==> src/rtl/divider.sv <==
// divider
// Sequential 32-bit signed integer divider feeding the HI/LO unit.
// A restoring shift-subtract loop produces one quotient bit per clock;
// results are truncated toward zero with the remainder taking the sign
// of the dividend.
// Latency is a fixed 33 cycles after the start edge: 32 iterations plus
// one sign-fixup cycle.
//
// Ports
//   clk          in   system clock, rising-edge active
//   reset        in   asynchronous active-high reset
//   start        in   load operands and (re)start a division
//   dividend     in   32-bit signed dividend, sampled on a start edge
//   divisor      in   32-bit signed divisor, sampled on a start edge
//   quotient     out  32-bit signed quotient (LO)
//   remainder    out  32-bit signed remainder (HI)
//   finished     out  a valid result is being held
//   busy         out  a division is in progress
//   div_by_zero  out  the captured divisor was zero (valid with finished)

module divider (
   input  logic        clk,
   input  logic        reset,
   input  logic        start,
   input  logic [31:0] dividend,
   input  logic [31:0] divisor,
   output logic [31:0] quotient,
   output logic [31:0] remainder,
   output logic        finished,
   output logic        busy,
   output logic        div_by_zero
);

   typedef enum logic [1:0] {
      IDLE = 2'd0,
      CALC = 2'd1,
      FIX  = 2'd2,
      DONE = 2'd3
   } state_t;

   state_t      state_q;
   logic [31:0] dvd_q;    // dividend magnitude; quotient bits shift in at bit 0
   logic [31:0] dsr_q;    // divisor magnitude
   logic [31:0] orig_q;   // original signed dividend, returned on divide-by-zero
   logic [32:0] prem_q;   // partial remainder
   logic [5:0]  cnt_q;
   logic        qneg_q;
   logic        rneg_q;
   logic        zero_q;

   logic [31:0] quot_q;
   logic [31:0] rem_q;
   logic        fin_q;
   logic        busy_q;
   logic        dbz_q;

   logic [31:0] dvd_abs;
   logic [31:0] dsr_abs;
   logic [33:0] trial;
   logic        trial_neg;
   logic [32:0] prem_d;
   logic [31:0] dvd_d;

   // Operand magnitudes; 0x80000000 maps onto itself, which is the correct
   // unsigned magnitude.
   always_comb begin
      dvd_abs = dividend[31] ? (~dividend + 32'd1) : dividend;
      dsr_abs = divisor[31]  ? (~divisor  + 32'd1) : divisor;
   end

   // One restoring step. The shifted partial remainder is below
   // 2*divisor, so a 34-bit difference carries a reliable sign in bit 33.
   always_comb begin
      trial     = {prem_q, dvd_q[31]} - {2'b00, dsr_q};
      trial_neg = trial[33];
      prem_d    = trial_neg ? {prem_q[31:0], dvd_q[31]} : trial[32:0];
      dvd_d     = {dvd_q[30:0], ~trial_neg};
   end

   always_ff @(posedge clk or posedge reset) begin
      if (reset) begin
         state_q <= IDLE;
         dvd_q   <= '0;
         dsr_q   <= '0;
         orig_q  <= '0;
         prem_q  <= '0;
         cnt_q   <= '0;
         qneg_q  <= 1'b0;
         rneg_q  <= 1'b0;
         zero_q  <= 1'b0;
         quot_q  <= '0;
         rem_q   <= '0;
         fin_q   <= 1'b0;
         busy_q  <= 1'b0;
         dbz_q   <= 1'b0;
      end else if (start) begin
         // start overrides every state, so a mid-operation pulse restarts
         state_q <= CALC;
         dvd_q   <= dvd_abs;
         dsr_q   <= dsr_abs;
         orig_q  <= dividend;
         prem_q  <= '0;
         cnt_q   <= '0;
         qneg_q  <= dividend[31] ^ divisor[31];
         rneg_q  <= dividend[31];
         zero_q  <= (divisor == '0);
         quot_q  <= '0;
         rem_q   <= '0;
         fin_q   <= 1'b0;
         busy_q  <= 1'b1;
         dbz_q   <= 1'b0;
      end else begin
         case (state_q)
            CALC: begin
               prem_q <= prem_d;
               dvd_q  <= dvd_d;
               cnt_q  <= cnt_q + 6'd1;
               if (cnt_q == 6'd31) begin
                  state_q <= FIX;
               end
            end
            FIX: begin
               if (zero_q) begin
                  quot_q <= '0;
                  rem_q  <= orig_q;
                  dbz_q  <= 1'b1;
               end else begin
                  quot_q <= qneg_q ? (~dvd_q + 32'd1) : dvd_q;
                  rem_q  <= rneg_q ? (~prem_q[31:0] + 32'd1) : prem_q[31:0];
                  dbz_q  <= 1'b0;
               end
               fin_q   <= 1'b1;
               busy_q  <= 1'b0;
               state_q <= DONE;
            end
            IDLE, DONE: begin
               // hold everything until the next start
            end
            default: begin
               state_q <= IDLE;
            end
         endcase
      end
   end

   assign quotient    = quot_q;
   assign remainder   = rem_q;
   assign finished    = fin_q;
   assign busy        = busy_q;
   assign div_by_zero = dbz_q;

endmodule

==> config.mk <==
export PLATFORM = sky130hd
export DESIGN_NAME = divider
export DESIGN_NICKNAME = d
export VERILOG_FILES = /design/src/rtl/divider.sv
export SDC_FILE = /design/constraint.sdc
export NUM_CORES = 1
export LEC_CHECK = 0
export BUFFER_PORTS_ARGS = -buffer_cell sky130_fd_sc_hd__buf_4
export CORE_UTILIZATION = 48
export CTS_CLUSTER_SIZE = 40
export DETAILED_ROUTE_END_ITERATION = 16
export PLACE_DENSITY = 0.72
export SETUP_SLACK_MARGIN = 0.1
export SLEW_MARGIN = 40
export SYNTH_ARGS = -nofsm -noshare
export SYNTH_HDL_FRONTEND = slang
export SYNTH_SLANG_ARGS = --single-unit
==> constraint.sdc <==
create_clock -name clk -period 8 [get_ports clk]
set_input_delay 0.4 -clock clk [delete_from_list [all_inputs] [get_ports clk]]
set_output_delay 0.4 -clock clk [all_outputs]
set_load 0.1 [all_outputs]
==> results.py <==
metrics = {
    "layout": {
        "area_growth_pct": 17.2,
        "layoutNonFillerInstCount": 1852,
        "nets": 1607,
        "fillers": 2356,
        "layout-drive-gt1-share_pct": 15.9,
        "diodes": 0,
    },
    "clocking": {
        "clk_pin_slew_worst_paths_ps": 60,
        "hold_buffers": 0,
        "clk_latency_ps": 520,
        "root_buffer": "clkbuf_16",
        "cts_setup_buffers": 0,
        "clockBufferDepth": 3,
        "numClockSinks": 206,
        "numCtsBuffers": 24,
        "cts.repair.resized": 0,
        "tritoncts": "yes",
        "htreeDepth": 1,
    },
    "place": {
        "numPortBuffers": 133,
        "place_inst": 1811,
        "hpwlAfterDp_mm": 24.5,
        "place.gp.congestion": 0.924,
    },
    "detailed_routing": {
        "first_pass_iters": 5,
        "drtIter0Drc": 879,
        "wl_per_cell_um": 18.0,
        "vias": 10700,
        "drc": 0,
        "ant_nets": 0,
        "via_per_inst": 5.79,
        "wl_mm": 33.4,
    },
    "critical_path": {
        "worst_path_max_delay_cell": "nor4b_4",
        "cp_num_buf_inv": 1,
        "critPathMaxFanout": 31,
        "startpoint_type": "flop",
        "path_cells": "ha_1 > nand2_1 > nor4_1 > o31ai_1 > a311oi_1 > nor4b_1 > nor4b_4 > buf_4 > mux2i_1 > a21oi_1",
        "critical_path_class": "flop to flop",
        "critical_path.top_delay_family": "simple AND/OR/NAND/NOR gates",
        "max_stage_delay_ps": 560,
        "critPathRequiredTime_ps": 8370,
        "arrival_ps": 4040,
        "end_kind": "flop",
    },
    "status": {
        "violations": "hold timing",
        "status": "complete, but fails checks",
    },
    "sta": {
        "setup_viol": 0,
        "holdWs_ps": -19.3,
        "finalCritPeriodShare_pct": 45.8,
        "rsz0062_at_grt": "false",
        "slew_headroom_pct": 46.6,
        "hold_violations": 7,
        "period_needed_ps": 3670,
        "setup_tns_ps": 0,
        "max_freq_mhz": 273,
        "slew_violations": 0,
        "clock_skew_ps": 9.65,
        "worst_slew_pin_slew_ps": 794,
    },
    "logic_synthesis": {
        "synth_commonest_cells": "dfrtp_1, nand2_1, o21ai_0, xor2_1, a21oi_1",
        "ys_warn_count": 0,
        "ys_ff_latch": 206,
        "yosysUniqueCellTypes": 66,
        "synth_edf_count": 0,
        "ys_async_sr_fraction_pct": 100,
        "yosys_most_used_dff": "dfrtp_1",
        "synth_area_leader_cell": "dfrtp_1",
        "synth_top_area_share_pct": 40.7,
        "seq_area_frac_synth_pct": 40.7,
        "syn_area_um2": 12700,
        "syn-instance-count": 1405,
        "avgSynthCellArea_um2": 9.01,
        "yosysMostFrequentCell": "dfrtp_1",
        "synth_area_leaders": "dfrtp_1, xor2_1, o21ai_0",
        "syn_nets": 1510,
    },
    "grt": {
        "grt_pass1_vias": 10000,
        "antenna_found_initial": 0,
        "grt_max_degree": 102,
        "grt_pass1_wl_mm": 53.3,
        "track_usage_pct": 25.1,
        "grt_overflow": 0,
    },
    "min_path": {
        "min_path_type": "input pin to async pin",
    },
    "die": {
        "fp-row-count": 59,
        "io_pins": 134,
        "core_area_um2": 26000,
        "die_area_um2": 27000,
        "start_util_pct": 48.7,
        "die_height_um": 164,
        "die_w_um": 164,
    },
    "pwr": {
        "p_leak_nw": 6.70,
        "peakVddDrop_v": 0.000133,
        "pwr_density_cell_nw_per_um2": 187,
        "power.total_mw": 2.78,
    },
    "flow_run": {
        "maxCapViolations": 0,
    },
}
[sequential cells by signal (all words and copies together) (netlist names)]
register / cells
orig_q: 32
cnt_q: 6
prem_q: 33
div_by_zero: 1
remainder: 32
dvd_q: 32
dsr_q: 32
finished: 1
busy: 1
qneg_q: 1
zero_q: 1
quotient: 32
state_q: 2
[final timing paths]
check / depth (start not counted) / from / endpoint / slack, ps
max in group asynchronous: 3 / reset / prem_q[10]$_DFFE_PP0P_ / 6930
worst max-delay path: 10 / prem_q[11]$_DFFE_PP0P_ / prem_q[11]$_DFFE_PP0P_ / 4330
worst min register to register: 2 / quotient[14]$_DFFE_PP0P_ / quotient[14]$_DFFE_PP0P_ / 480
worst min-delay path: 2 / reset / state_q[0]$_DFFE_PP0P_ / -20
min in group clk: 2 / divisor[0] / dsr_q[0]$_DFFE_PP0P_ / 140
worst max register to register: 10 / prem_q[11]$_DFFE_PP0P_ / prem_q[11]$_DFFE_PP0P_ / 4330
[stage by stage]
stage               utilization (%)  setup WS (ps)  cell area, um2
floorplan                         -           1980           12700
global placement               53.5           4110           13900
detailed placement             53.7           4410           13900
CTS                            57.1           4370           14800
global route                   57.1           4050           14800
finish                         57.1           4330           14800
[area by class of cell]
type,count,area (um2),area share [%]
tap,335,419,2.83
multi-input combinational,1074,7070,47.6
timing repair buffer,146,1110,7.50
sequential,206,5150,34.8
clock buffer,33,716,4.83
clock inverter,8,168,1.13
inverter,50,195,1.32
[cell usage in the layout, fill, tap and decap left out, types with 11 or more instances in the layout]
| master | Yosys | final |
|---|---|---|
| o21ai_1 | 26 | 26 |
| mux2_2 | 33 | 33 |
| nor3_1 | 16 | 16 |
| xnor2_1 | 53 | 53 |
| o31ai_1 | 34 | 34 |
| buf_4 | 0 | 144 |
| a21o_1 | 14 | 14 |
| xor2_1 | 97 | 97 |
| o41ai_1 | 16 | 16 |
| nand2_1 | 186 | 185 |
| ha_1 | 37 | 37 |
| clkbuf_16 | 0 | 25 |
| nor2_1 | 77 | 74 |
| mux2i_1 | 51 | 51 |
| a22o_1 | 34 | 34 |
| o21ai_0 | 155 | 155 |
| dfrtp_1 | 206 | 206 |
| or4_1 | 12 | 12 |
| inv_1 | 48 | 47 |
| a21oi_1 | 87 | 87 |
| nand2b_1 | 12 | 11 |
| or3_1 | 20 | 20 |
[logic make-up after synthesis]
kind of cell / share of synthesized area, %
buffers and inverters: 3.75
DFF: 40.7
adders and majority gates: 3.81
muxes: 6.97
xor gates and xnor gates: 10.4
AOI/OAI and AO/OA: 20.0
and+or+nand+nor: 14.4
[report_power, final]
group | switching, mW | total, mW | internal [mW] | leakage (nW)
clock network | 0.433 | 1.21 | 0.781 | 0.432
registers | 0.0513 | 1.15 | 1.10 | 2.64
logic | 0.245 | 0.411 | 0.166 | 3.63
[metal layers]
| metal | global-route usage, % | up-vias | share of wire [%] |
|---|---|---|---|
| li1 | - | 5200 | - |
| met1 | 36.1 | 5113 | 46 |
| met2 | 39.4 | 349 | 45 |
| met3 | 2.54 | 64 | 6.3 |
| met4 | 8.47 | 0 | 3.2 |
| met5 | 0 | - | 0 |
Power figures use the tool's default switching activity.
